## src/rtl/cache_pkg.sv

```systemverilog
`default_nettype none
// ============================================================================
// Module      : cache_pkg
// Description : Shared constants and state encoding for the cache memory arbiter
// Revision    : 1.0 - initial release
// ============================================================================
package cache_pkg;

  localparam int C_WORDS      = 8;
  localparam int C_MEM_LAT    = 4;
  localparam int C_WORD_IDX_W = $clog2(C_WORDS);

  localparam logic [15:0] C_BLOCK_MASK = 16'hFFF0;

  localparam int C_STATE_W = 3;
  typedef logic [C_STATE_W-1:0] state_t;

  localparam state_t C_ST_HOLD    = 3'd0;
  localparam state_t C_ST_IDLE    = 3'd1;
  localparam state_t C_ST_I_FILL  = 3'd2;
  localparam state_t C_ST_D_FILL  = 3'd3;
  localparam state_t C_ST_D_WRITE = 3'd4;

endpackage
`default_nettype wire

```

## src/rtl/fill_sequencer.sv

```systemverilog
`default_nettype none
// ============================================================================
// Module      : fill_sequencer
// Description : Issues the word reads of one block fill and tracks returned words
// Revision    : 1.0 - initial release
// ============================================================================
module fill_sequencer
  import cache_pkg::*;
#(
  parameter int ADDR_W = 16,
  parameter int WORDS  = C_WORDS
) (
  input  logic                       clk,
  input  logic                       rst_n,
  input  logic                       start,
  input  logic [ADDR_W-1:0]          start_addr,
  input  logic                       active,
  input  logic                       mem_rvalid,
  output logic                       issue_en,
  output logic [ADDR_W-1:0]          issue_addr,
  output logic                       rx_valid,
  output logic [$clog2(WORDS)-1:0]   rx_word,
  output logic                       done
);

  localparam int IDX_W = $clog2(WORDS);
  localparam logic [IDX_W-1:0] C_LAST = IDX_W'(WORDS - 1);

  logic [ADDR_W-1:0] r_base;
  logic [IDX_W-1:0]  r_issue_idx;
  logic [IDX_W-1:0]  r_rx_idx;
  logic              r_issue_done;

  always_ff @(posedge clk) begin
    if (!rst_n) begin
      r_base       <= '0;
      r_issue_idx  <= '0;
      r_rx_idx     <= '0;
      r_issue_done <= 1'b0;
    end else if (start) begin
      r_base       <= start_addr & ADDR_W'(C_BLOCK_MASK);
      r_issue_idx  <= '0;
      r_rx_idx     <= '0;
      r_issue_done <= 1'b0;
    end else if (active) begin
      if (!r_issue_done) begin
        r_issue_idx <= r_issue_idx + 1'b1;
        if (r_issue_idx == C_LAST) begin
          r_issue_done <= 1'b1;
        end
      end
      if (mem_rvalid) begin
        r_rx_idx <= r_rx_idx + 1'b1;
      end
    end
  end

  // Words are two bytes wide, so the byte offset is the word index doubled.
  assign issue_en   = active & ~r_issue_done;
  assign issue_addr = r_base + ADDR_W'({r_issue_idx, 1'b0});
  assign rx_valid   = active & mem_rvalid;
  assign rx_word    = r_rx_idx;
  assign done       = rx_valid & (r_rx_idx == C_LAST);

endmodule
`default_nettype wire

```

## src/rtl/cache_mem_arbiter.sv

```systemverilog
`default_nettype none
// ============================================================================
// Module      : cache_mem_arbiter
// Description : Shares one multi-cycle memory between I/D block fills and D writes
// Revision    : 1.0 - initial release
// ============================================================================
module cache_mem_arbiter
  import cache_pkg::*;
#(
  parameter int ADDR_W  = 16,
  parameter int DATA_W  = 16,
  parameter int WORDS   = C_WORDS,
  parameter int MEM_LAT = C_MEM_LAT
) (
  input  logic                    clk,
  input  logic                    rst_n,
  input  logic                    i_miss,
  input  logic [ADDR_W-1:0]       i_miss_addr,
  output logic [DATA_W-1:0]       i_fill_data,
  output logic                    i_fill_valid,
  output logic [C_WORD_IDX_W-1:0] i_fill_word,
  output logic                    i_fill_done,
  input  logic                    d_miss,
  input  logic [ADDR_W-1:0]       d_miss_addr,
  output logic [DATA_W-1:0]       d_fill_data,
  output logic                    d_fill_valid,
  output logic [C_WORD_IDX_W-1:0] d_fill_word,
  output logic                    d_fill_done,
  input  logic                    d_wr_req,
  input  logic [ADDR_W-1:0]       d_wr_addr,
  input  logic [DATA_W-1:0]       d_wr_data,
  output logic                    d_wr_ack,
  output logic                    mem_en,
  output logic                    mem_wr,
  output logic [ADDR_W-1:0]       mem_addr,
  output logic [DATA_W-1:0]       mem_wdata,
  input  logic [DATA_W-1:0]       mem_rdata,
  input  logic                    mem_rvalid,
  output logic                    busy
);

  localparam int HOLD_W = $clog2(MEM_LAT + 1);

  state_t              r_state;
  state_t              w_next_state;
  logic [HOLD_W-1:0]   r_hold_cnt;
  logic                r_last_d;  // most recent fill went to the D-cache

  logic                    w_fill_req;
  logic                    w_grant_d;
  logic                    w_start;
  logic [ADDR_W-1:0]       w_start_addr;
  logic                    w_seq_active;
  logic                    w_issue_en;
  logic [ADDR_W-1:0]       w_issue_addr;
  logic                    w_rx_valid;
  logic [C_WORD_IDX_W-1:0] w_rx_word;
  logic                    w_done;

  // D wins when it is alone or when I was the last fill owner.
  assign w_fill_req   = i_miss | d_miss;
  assign w_grant_d    = d_miss & (~i_miss | ~r_last_d);
  assign w_start      = (r_state == C_ST_IDLE) & ~d_wr_req & w_fill_req;
  assign w_start_addr = w_grant_d ? d_miss_addr : i_miss_addr;
  assign w_seq_active = (r_state == C_ST_I_FILL) | (r_state == C_ST_D_FILL);

  fill_sequencer #(
    .ADDR_W (ADDR_W),
    .WORDS  (WORDS)
  ) u_fill_sequencer (
    .clk        (clk),
    .rst_n      (rst_n),
    .start      (w_start),
    .start_addr (w_start_addr),
    .active     (w_seq_active),
    .mem_rvalid (mem_rvalid),
    .issue_en   (w_issue_en),
    .issue_addr (w_issue_addr),
    .rx_valid   (w_rx_valid),
    .rx_word    (w_rx_word),
    .done       (w_done)
  );

  always_ff @(posedge clk) begin
    if (!rst_n) begin
      r_state    <= C_ST_HOLD;
      r_hold_cnt <= HOLD_W'(MEM_LAT);
      r_last_d   <= 1'b0;
    end else begin
      r_state <= w_next_state;
      if (r_hold_cnt != '0) begin
        r_hold_cnt <= r_hold_cnt - 1'b1;
      end
      if (w_start) begin
        r_last_d <= w_grant_d;
      end
    end
  end

  always_comb begin
    w_next_state = r_state;
    case (r_state)
      C_ST_HOLD: begin
        if (r_hold_cnt <= HOLD_W'(1)) begin
          w_next_state = C_ST_IDLE;
        end
      end
      C_ST_IDLE: begin
        if (d_wr_req) begin
          w_next_state = C_ST_D_WRITE;
        end else if (w_fill_req) begin
          w_next_state = w_grant_d ? C_ST_D_FILL : C_ST_I_FILL;
        end
      end
      C_ST_D_WRITE: w_next_state = C_ST_IDLE;
      C_ST_I_FILL, C_ST_D_FILL: begin
        if (w_done) begin
          w_next_state = C_ST_IDLE;
        end
      end
      default: w_next_state = C_ST_HOLD;
    endcase
  end

  always_comb begin
    mem_en       = 1'b0;
    mem_wr       = 1'b0;
    mem_addr     = '0;
    mem_wdata    = '0;
    d_wr_ack     = 1'b0;
    i_fill_data  = '0;
    i_fill_valid = 1'b0;
    i_fill_word  = '0;
    i_fill_done  = 1'b0;
    d_fill_data  = '0;
    d_fill_valid = 1'b0;
    d_fill_word  = '0;
    d_fill_done  = 1'b0;
    busy         = (r_state != C_ST_IDLE) | (r_hold_cnt != '0);
    case (r_state)
      C_ST_D_WRITE: begin
        mem_en    = 1'b1;
        mem_wr    = 1'b1;
        mem_addr  = d_wr_addr;
        mem_wdata = d_wr_data;
        d_wr_ack  = 1'b1;
      end
      C_ST_I_FILL: begin
        mem_en       = w_issue_en;
        mem_addr     = w_issue_en ? w_issue_addr : '0;
        i_fill_valid = w_rx_valid;
        i_fill_data  = w_rx_valid ? mem_rdata : '0;
        i_fill_word  = w_rx_valid ? w_rx_word : '0;
        i_fill_done  = w_done;
      end
      C_ST_D_FILL: begin
        mem_en       = w_issue_en;
        mem_addr     = w_issue_en ? w_issue_addr : '0;
        d_fill_valid = w_rx_valid;
        d_fill_data  = w_rx_valid ? mem_rdata : '0;
        d_fill_word  = w_rx_valid ? w_rx_word : '0;
        d_fill_done  = w_done;
      end
      default: ;
    endcase
  end

endmodule
`default_nettype wire

```

## config.mk

```make
export PLATFORM = sky130hd
export DESIGN_NAME = cache_mem_arbiter
export DESIGN_NICKNAME = d
export VERILOG_FILES = /design/src/rtl/cache_pkg.sv /design/src/rtl/fill_sequencer.sv /design/src/rtl/cache_mem_arbiter.sv
export SDC_FILE = /design/constraint.sdc
export NUM_CORES = 1
export LEC_CHECK = 0
export CAP_MARGIN = 5
export CORE_UTILIZATION = 30
export CTS_CLUSTER_DIAMETER = 30
export CTS_CLUSTER_SIZE = 20
export DETAILED_ROUTE_END_ITERATION = 7
export PLACE_DENSITY_LB_ADDON = 0.25
export SLEW_MARGIN = 20
export SYNTH_ARGS = -nofsm -noshare
export SYNTH_HDL_FRONTEND = slang
export SYNTH_SLANG_ARGS = --single-unit
```

## constraint.sdc

```tcl
create_clock -name clk -period 2.3 [get_ports clk]
set_input_delay 0.69 -clock clk [delete_from_list [all_inputs] [get_ports clk]]
set_output_delay 0.69 -clock clk [all_outputs]
set_load 0.03 [all_outputs]
```

==> impl_metrics.json <==
{
  "hold_end": "u_fill_sequencer.rx_word[1]",
  "grt_antenna_before_repair": 0,
  "maxSlewViolCount": 0,
  "power.leakage_nw": 1.62,
  "htree_levels": 1,
  "ant_nets": 0,
  "holdPathStages": 2,
  "p_per_area_nw_per_um2": 499,
  "drtIter0Drc": 79,
  "die_h_um": 80.4,
  "ys_ff_latch": 26,
  "post_drt_wl_per_cell_um": 13.9,
  "syn_inst": 211,
  "finalInstanceArea_um2": 3580,
  "r2r-end": "u_fill_sequencer.rx_word[0]",
  "min_from": "u_fill_sequencer.rx_word[1]",
  "wirelength_um": 6310,
  "synth.top_cells.by_area": "dfxtp_1, and2_1, mux2i_1",
  "clock_latency_ps": 270,
  "syn2layout_area_growth_pct": 93.9,
  "synth_top_area_share": 0.282,
  "synth_warnings": 0,
  "grt_overflow": 0,
  "wl_met3_um": 428,
  "die_area_um2": 6470,
  "drt-pass1-iter-count": 4,
  "timing.rr.start": "r_state[2]",
  "drv_cap": 0,
  "dr_total_vias": 2142,
  "critPathMaxFanout": 6,
  "placed_cell_area_um2": 3370,
  "ys_seq_area_frac": 0.282,
  "grtUsageTotal": 0.183,
  "n_antenna_cell": 0,
  "cp-end-kind": "primary output",
  "fin_crit_ps": 2250,
  "cts_buffers": 3,
  "layout.nets": 473,
  "drc": 0,
  "portBuffers": 155,
  "cp_data_arrival_time_ps": 1560,
  "grt_first_pass_wirelength_um": 9380,
  "dp_hpwl_um": 4740,
  "synth.net_count": 304,
  "route.top_layer_used": "met4",
  "synth-edff-count": 0,
  "cts_root_buffer": "clkbuf_8",
  "max-vdd-ir-drop_mv": 0.501,
  "cts_buffer_depth": 2,
  "fin_crit_sh": 0.978,
  "grt_setup_unrepaired": "yes",
  "die_x_um": 80.4,
  "routed-wl-met2_um": 3420,
  "fmax_ghz": 0.444,
  "setup_viol": 0,
  "drive_gt1_frac": 0.349,
  "num_io_pins": 164,
  "synth.most_common_cell": "and2_1",
  "synthArstFlopShare": 0,
  "synth_top_area_cell": "dfxtp_1",
  "tns_ps": 0,
  "reg2reg_setup_slack_ps": 230,
  "fillers": 545,
  "cts_tree": "built",
  "required_ps": 1610,
  "initial_core_util": 0.312,
  "criticalPathCategory": "input port to primary output",
  "place.gp.congestion": 0.736,
  "clock-sinks": 26,
  "max-slew-margin-rel": 0.712,
  "cts_hold_buffers": 0,
  "worst_setup_path_start_kind": "input port",
  "synth_cell_types": 40,
  "cts.reportedPaths.clkPinSlew_ps": 90,
  "clock_skew_ps": 6.47,
  "synth_ff_type": "dfxtp_1",
  "drt-met1-wl_um": 2440,
  "core_area_um2": 5920,
  "rows": 28,
  "grt_max_degree": 36,
  "avgSynthCellArea_um2": 8.75,
  "reg2regPathDepth": 12,
  "first_global_vias": 1986,
  "netlist_area_um2": 1850,
  "vias_per_cell": 4.73,
  "synth.top_cells.by_count": "and2_1, dfxtp_1, a21oi_1",
  "status": "finished, final reports clean",
  "worst_pin_slew_ps": 431,
  "hp-class": "flop to flop",
  "final_hold_viol_count": 0
}
==> layout by cell type (no fill, tap or decap), types with 2 or more instances in the layout <==
master           count
a211oi_1             5
a211oi_2             8
a21oi_1             17
a22o_1              15
and2_1              52
and2_4               6
buf_12               3
buf_4               83
buf_6               17
clkbuf_8             3
clkdlybuf4s50_1     76
dfxtp_1             23
dfxtp_4              2
ha_1                 7
inv_1                3
mux2i_1             14
nand2_1              3
nand2b_1             2
nand3_1              3
nor2_1               8
nor2b_1              2
or2_2                2
xnor2_1              2
==> through the flow <==
stage / std cells / util / worst slack (ps) / hold slack [ps] / power (mW)
after CTS: 454 / 0.598 / 44.8 / 498 / 1.79
final: 453 / 0.604 / 49.6 / 500 / 1.78
after detailed placement: 439 / 0.569 / -308 / 486 / 1.50
after global placement: 439 / 0.569 / -300 / 478 / 1.49
after global routing: 453 / 0.604 / -4.30 / 532 / 1.91
after floorplan: 211 / - / 34.2 / 438 / 1.14
==> repair_timing <==
item,4_1_cts,5_1_grt
setup endpoints to repair,43,29
setup buffers,9,0
gates resized for setup,22,18
cloned,3,0
pin swaps,1,2
==> metal layers <==
metal	global-route usage	vias up
li1	-	1081
met5	0	-
met3	0.0375	2
met4	0.0286	0
met1	0.203	983
met2	0.356	76
==> worst max-delay path by stage <==
| stage | slack [ps] | endpoint | cells after the start | start |
|---|---|---|---|---|
| 6_report | 50 | i_fill_word[2] | 6 | mem_rvalid |
| 5_1_grt | -4 | i_fill_data[15] | 6 | mem_rvalid |
| 4_1_cts | 40 | d_fill_data[10] | 5 | r_state[2] |
| 3_5_place_dp | -310 | i_fill_data[9] | 6 | mem_rvalid |
| 3_3_place_gp | -300 | i_fill_data[11] | 6 | mem_rvalid |
| 2_1_floorplan | 30 | i_fill_data[10] | 4 | mem_rvalid |
==> final cells by class <==
class | instances | area [um^2] | area share
Sequential cell | 26 | 529 | 0.148
Inverter | 4 | 15.0 | 0.00420
Multi-Input combinational cell | 165 | 1260 | 0.352
Clock buffer | 3 | 41.3 | 0.0115
Timing Repair Buffer | 180 | 1640 | 0.458
Tap cell | 75 | 93.8 | 0.0262
==> kinds of logic (layout without fill, tap and decap cells) <==
group	Yosys count	in the layout	synth area share
flip-flops	26	26	0.282
adder cells (fa/ha/maj)	7	7	0.0475
multiplexers	14	14	0.0759
AO/OA/AOI/OAI	54	54	0.233
buffers and inverters	20	187	0.0542
XOR/XNOR	3	3	0.0142
AND/OR/NAND/NOR	87	87	0.293
==> critical path, cell delays in order <==
cell and delay (ps):
buf_6 80, nand3b_1 150, nor2_4 210, buf_6 150
and2_1 140, buf_6 130
==> state kept, by name, summed over array words and instances, names as in the netlist <==
name	flops
r_hold_cnt	3
u_fill_sequencer.r_issue_idx	3
u_fill_sequencer.r_issue_done	1
u_fill_sequencer.rx_word	3
r_state	3
u_fill_sequencer.r_base	12
r_last_d	1
==> power breakdown <==
group / internal [mW] / total [mW] / switching (mW)
combinational: 0.479 / 0.921 / 0.442
clock: 0.117 / 0.249 / 0.132
sequential: 0.533 / 0.615 / 0.0819
Power figures use the tool's default switching activity.
